`config.mk`:
```
export PLATFORM = sky130hd
export DESIGN_NAME = serial_adder_ctrl
export DESIGN_NICKNAME = d
export VERILOG_FILES = /design/src/rtl/serial_adder_ctrl.sv
export SDC_FILE = /design/constraint.sdc
export NUM_CORES = 1
export LEC_CHECK = 0
export ABC_AREA = 0
export BUFFER_PORTS_ARGS = -buffer_cell sky130_fd_sc_hd__buf_4
export CORE_MARGIN = 3
export CORE_UTILIZATION = 56
export CTS_BUF_LIST = sky130_fd_sc_hd__clkbuf_4
export CTS_CLUSTER_SIZE = 8
export DETAILED_ROUTE_END_ITERATION = 10
export GPL_ROUTABILITY_DRIVEN = 0
export GPL_TIMING_DRIVEN = 0
export PLACE_DENSITY_LB_ADDON = 0.1
export SYNTH_ARGS = -nofsm -noshare
export SYNTH_HDL_FRONTEND = slang
export SYNTH_SLANG_ARGS = --single-unit
```
`constraint.sdc`:
```
create_clock -name clk -period 1.8 [get_ports clk]
set_clock_uncertainty 0.1 [all_clocks]
set_input_delay 0.18 -clock clk [delete_from_list [all_inputs] [get_ports clk]]
set_output_delay 0.18 -clock clk [all_outputs]
set_load 0.1 [all_outputs]
```
`src/rtl/serial_adder_ctrl.sv`:
```
// serial_adder_ctrl: bit-serial WIDTH-bit adder sharing one full adder cell, LSB first.
// Optional signed-overflow output enabled by defining SERIAL_ADDER_OVF_EN.
module better_full_adder (
    input  logic a,
    input  logic b,
    input  logic cin,
    output logic s,
    output logic cout
);
    assign s    = a ^ b ^ cin;
    assign cout = (a & b) | (cin & (a ^ b));
endmodule

module serial_adder_ctrl #(
    parameter int WIDTH = 8
) (
    input  logic             clk,
    input  logic             rst,
    input  logic             start,
    input  logic [WIDTH-1:0] a,
    input  logic [WIDTH-1:0] b,
    input  logic             cin,
    output logic             busy,
    output logic             done,
    output logic [WIDTH-1:0] sum,
    output logic             cout
`ifdef SERIAL_ADDER_OVF_EN
    ,
    output logic             ovf
`endif
);
    localparam int CW = $clog2(WIDTH);

    typedef enum logic [1:0] {S_IDLE, S_RUN, S_DONE} state_t;

    state_t           r_state, w_next;
    logic [WIDTH-1:0] r_opa, r_opb, r_psum, r_sum;
    logic [CW-1:0]    r_cnt;
    logic             r_carry, r_cout;
    logic             w_s, w_cout, w_load, w_last;

    better_full_adder u_fa (
        .a    (r_opa[0]),
        .b    (r_opb[0]),
        .cin  (r_carry),
        .s    (w_s),
        .cout (w_cout)
    );

    always_ff @(posedge clk) begin
        if (rst) r_state <= S_IDLE;
        else     r_state <= w_next;
    end

    always_comb begin
        w_next = r_state;
        w_load = 1'b0;
        w_last = 1'b0;
        case (r_state)
            S_IDLE: begin
                w_load = start;
                w_next = start ? S_RUN : S_IDLE;
            end
            S_RUN: begin
                w_last = (r_cnt == CW'(WIDTH - 1));
                w_next = w_last ? S_DONE : S_RUN;
            end
            default: w_next = S_IDLE;
        endcase
    end

    // Partial sum fills from the MSB so after WIDTH shifts bit 0 holds the LSB.
    always_ff @(posedge clk) begin
        if (rst) begin
            r_opa   <= '0;
            r_opb   <= '0;
            r_psum  <= '0;
            r_carry <= 1'b0;
            r_cnt   <= '0;
        end else if (w_load) begin
            r_opa   <= a;
            r_opb   <= b;
            r_carry <= cin;
            r_cnt   <= '0;
        end else if (r_state == S_RUN) begin
            r_opa   <= r_opa >> 1;
            r_opb   <= r_opb >> 1;
            r_psum  <= {w_s, r_psum[WIDTH-1:1]};
            r_carry <= w_cout;
            r_cnt   <= r_cnt + 1'b1;
        end
    end

    always_ff @(posedge clk) begin
        if (rst) begin
            r_sum  <= '0;
            r_cout <= 1'b0;
        end else if (w_last) begin
            r_sum  <= {w_s, r_psum[WIDTH-1:1]};
            r_cout <= w_cout;
        end
    end

`ifdef SERIAL_ADDER_OVF_EN
    logic r_ovf;

    // r_carry in the last RUN cycle is the carry into the MSB.
    always_ff @(posedge clk) begin
        if (rst)         r_ovf <= 1'b0;
        else if (w_last) r_ovf <= r_carry ^ w_cout;
    end

    assign ovf = r_ovf;
`endif

    assign busy = (r_state == S_RUN);
    assign done = (r_state == S_DONE);
    assign sum  = r_sum;
    assign cout = r_cout;
endmodule

```
Yosys cells after proc, flatten, opt, wreduce, memory -nomap -nowiden:

Cells that the tools add are included.
W data, S select, Z words.

* bitwise gates (word level): 6
* $add $sub $neg: 1
* reductions and logical operators: 4
* equality and inequality tests: 3
* mux-type cells: 11

Operators with widths (count)
* $mux W8: 4
* $mux W1: 5
* $pmux W2 S2: 1
* $add A3 B1 Y3 const B: 1
* $eq A3 B3 Y1 const B: 1
* $and A1 B1 Y1: 2
* $eq A2 B1 Y1 const B: 1
* $eq A2 B2 Y1 const B: 1
* $logic_not A2 Y1: 1
* $mux W2: 1
* $reduce_and A2 Y1: 1
* $reduce_bool A2 Y1: 1
* $reduce_or A2 Y1: 1
* $xor A1 B1 Y1: 2
* $not A1 Y1: 1
* $or A1 B1 Y1: 1

* word-level logic and storage cells: 33
* output and inout bits: 11
* register bits: 39
* input port bits: 20

Depth between registers and ports, before layout:

* depth in word-level cells: 5
* mapped depth: 7
* mapped depth without buffers: 5

By module:

A second synthesis with hierarchy kept.

* cell total of the unflattened synthesis: 170
* area, all modules: 1582.8 sq um

Modules (own cells, without submodules)
* serial_adder_ctrl: cells each 169, area an instance 1562.7 sq um, seq. area each 760.7 sq um, instances 1
* better_full_adder: cells each 1, area an instance 20.0 sq um, seq. area each 0.0 sq um, instances 1

Worst setup path before layout:

No wires, ideal clock.

* path kind: reg-to-output
* start: register r_state[0]
* end: output done
* data required time: 1520 ps
* stages on the path, launching flop included: 3
* path buffers: 1
* arrival time: 1767 ps
* slack: -247 ps
* cells stage by stage: dfxtp_1 > buf_4 > nor2b_1

* cells in the longest elaborated chain, start to end: 1

Ends and longest elaborated chain
* start, declared: RTL line 36 `state_t r_state, w_next;`
* start signal, assigned: RTL line 52 `else r_state <= w_next;`
* $eq A2 B2 Y1: RTL line 117 `assign done = (r_state == S_DONE);`
* end, declared: RTL line 24 `output logic done,`

Every way passes these cells.

Worst setup path in the final report:

* start: register r_state[0]
* end: output busy

* cells in the longest elaborated chain, start to end: 1

Ends and longest elaborated chain
* $eq A2 B1 Y1: RTL line 116 `assign busy = (r_state == S_RUN);`
* end, declared: RTL line 23 `output logic busy,`

Every way passes these cells.

==> reports/metrics.yaml <==
layout.cells.non_filler: 244
core-area_mm2: 0.00254
postSynthCellCount: 170
start_kind: "flop"
drt-initial-drc-count: 47
dp_hpwl_mm: 2.26
rsz0062_at_grt: "false"
fin_util_pct: 76.4
cts_max_path_buffers: 2
layout-drive-gt1-share_pct: 28.5
fp.dieW_um: 58.6
n_antenna_cell: 0
fin_nets: 236
p_switching_mw: 0.407
grt_use_met1_pct: 25.1
synth_cell_types: 25
globalRouteOverflowTotal: 0
hp-class: "input port to flop"
start_util_pct: 60.8
fin_crit_ps: 1630
setup_viol: 0
whs_ps: 3.42
cp.required_ps: 1520
fp.dieArea_mm2: 0.00343
vias_per_cell: 5.39
layout_commonest_cell: "dfxtp_1"
swShare_pct: 26.0
first_pass_iters: 5
io_buffers: 29
ios: 31
crit_fanout: 17
final_cell_mix: "dfxtp_1, a21oi_1, buf_4"
htreeDepth: 2
syn2layout_area_growth_pct: 25.7
ys_warn_count: 0
met3_usage_pct: 7.24
clock_sinks: 38
vias: 1314
ff2ff_setup_slack_ps: 230
ys_ff_latch: 38
tightest_slew_ps: 517
p_per_area_mw_per_mm2: 804
clk_latency_ps: 340
critPathArrivalTime_ps: 1350
rows: 18
dp_cells: 229
ant_nets: 0
ys_seq_area_share_pct: 49.2
vdd_drop_max_uv: 773
pwr-share-comb_pct: 14.5
synth_area_mm2: 0.00155
finalHoldViolCount: 0
antenna_found_initial: 0
cts_tree: "yes"
fmax_mhz: 614
routedWlPerCell_um: 13.2
synth_fp_nets: 193
cts_made_buffers: 5
routed_wl_mm: 3.21
fp.dieH_um: 58.6
path_clk_slew_ps: 110
clock-root-buffer: "clkbuf_4"
p_leak_nw: 0.789
critPathCaptureType: "output pin"
drv_slew: 0
grt_use_total_pct: 19.9
fin_setup_tns_ps: 0
syn_area_per_cell_um2: 9.10
p_seq_share_pct: 57.9
grt_max_degree: 12
grt_pass1_vias: 1209
status: "completed"
worst_slew_margin_rel_pct: 65.5
cap_violations: 0
grt_pass1_wl_mm: 5.19
fin_crit_sh_pct: 90.4
drc_errors: 0
grt-busiest-layer: "met2"
crit_type: "flop to output pin"
clockPowerShare_pct: 27.6
p_int_mw: 1.16
grtUsageMet2_pct: 32.4
[cells in the mapped netlist, drive strengths merged]
library cell / count / area [µm²]
dfxtp: 38 / 761
a21oi: 31 / 159
nand2: 24 / 90.1
inv: 17 / 68.8
o221a: 15 / 169
nand3: 9 / 45.0
buf: 8 / 62.6
nor2: 6 / 22.5
clkbuf: 4 / 15.0
nor3: 4 / 20.0
mux2i: 3 / 30.0
a22oi: 2 / 15.0
ha: 2 / 25.0
fa: 1 / 20.0
nand2b: 1 / 6.26
nand3b: 1 / 7.51
nor2b: 1 / 6.26
nor3b: 1 / 7.51
o21bai: 1 / 7.51
xnor2: 1 / 8.76
[cells by family (layout without fill, tap and decap cells)]
group / count (synthesis) / after routing / synth area share (%)
mux: 3 / 3 / 1.94
flops: 38 / 38 / 49.2
fa+ha+maj: 3 / 3 / 2.91
buf+inv: 29 / 73 / 9.47
simple gates: 47 / 47 / 13.3
xor+xnor: 1 / 1 / 0.566
compound gates: 49 / 49 / 22.7
[cell type report]
class | instances | area (µm²)
multi-input cells | 103 | 642
clock buffers | 6 | 45.0
clock inverters | 2 | 8.76
fillers | 196 | 601
flip-flops and latches | 38 | 762
well taps | 30 | 37.5
inverters | 17 | 68.8
plain buffers | 11 | 70.1
repair buffers | 37 | 310
[timing repair]
action,4_1_cts,5_1_grt
hold buffers,1,7
setup buffers,0,0
resized for setup,2,2
setup endpoints to repair,1,1
endpoints found under the hold margin,1,7
pin swaps,0,0
[per-layer routing]
layer,part of all wire (%),vias up
met5,0,-
met2,46,26
li1,-,677
met3,4.5,4
met1,48,607
met4,0.84,0
[per-stage QoR]
step                instance area (µm²)  worst slack (ps)  power, mW
floorplan                          1550               274       1.06
global placement                   1800               318       1.12
detailed placement                 1800               286       1.13
CTS                                1880              3.11       1.56
global route                       1940              78.9       1.64
finish                             1940               172       1.56
[sequential cells by signal, summed over array words and instances, names as in the netlist]
register / flops
cout: 1
r_carry: 1
r_cnt: 3
r_opa: 8
r_opb: 8
r_psum: 7
r_state: 2
sum: 8
[worst paths after layout]
path	startpoint	end	cells past startpoint
worst max-delay path	r_state[0]	busy	5
worst min-delay path	b[2]	r_opb[2]	2
worst max register to register	r_state[0]	r_opa[5]	5
worst min register to register	r_psum[1]	r_psum[1]	2
[critical path, stage by stage, from the launching register on]
cell	delay, ps
dfxtp_1	320
buf_4	150
nand2b_1	70
buf_6	140
inv_6	130
buf_12	190
[power by group through the flow]
stage	Clock [mW]	Combinational [mW]	Sequential, mW
2_1_floorplan	0	0.148	0.917
3_3_place_gp	0	0.202	0.921
3_5_place_dp	0	0.210	0.924
4_1_cts	0.437	0.215	0.905
5_1_grt	0.476	0.252	0.910
6_report	0.432	0.227	0.905
(Power assumes the default switching activity.)
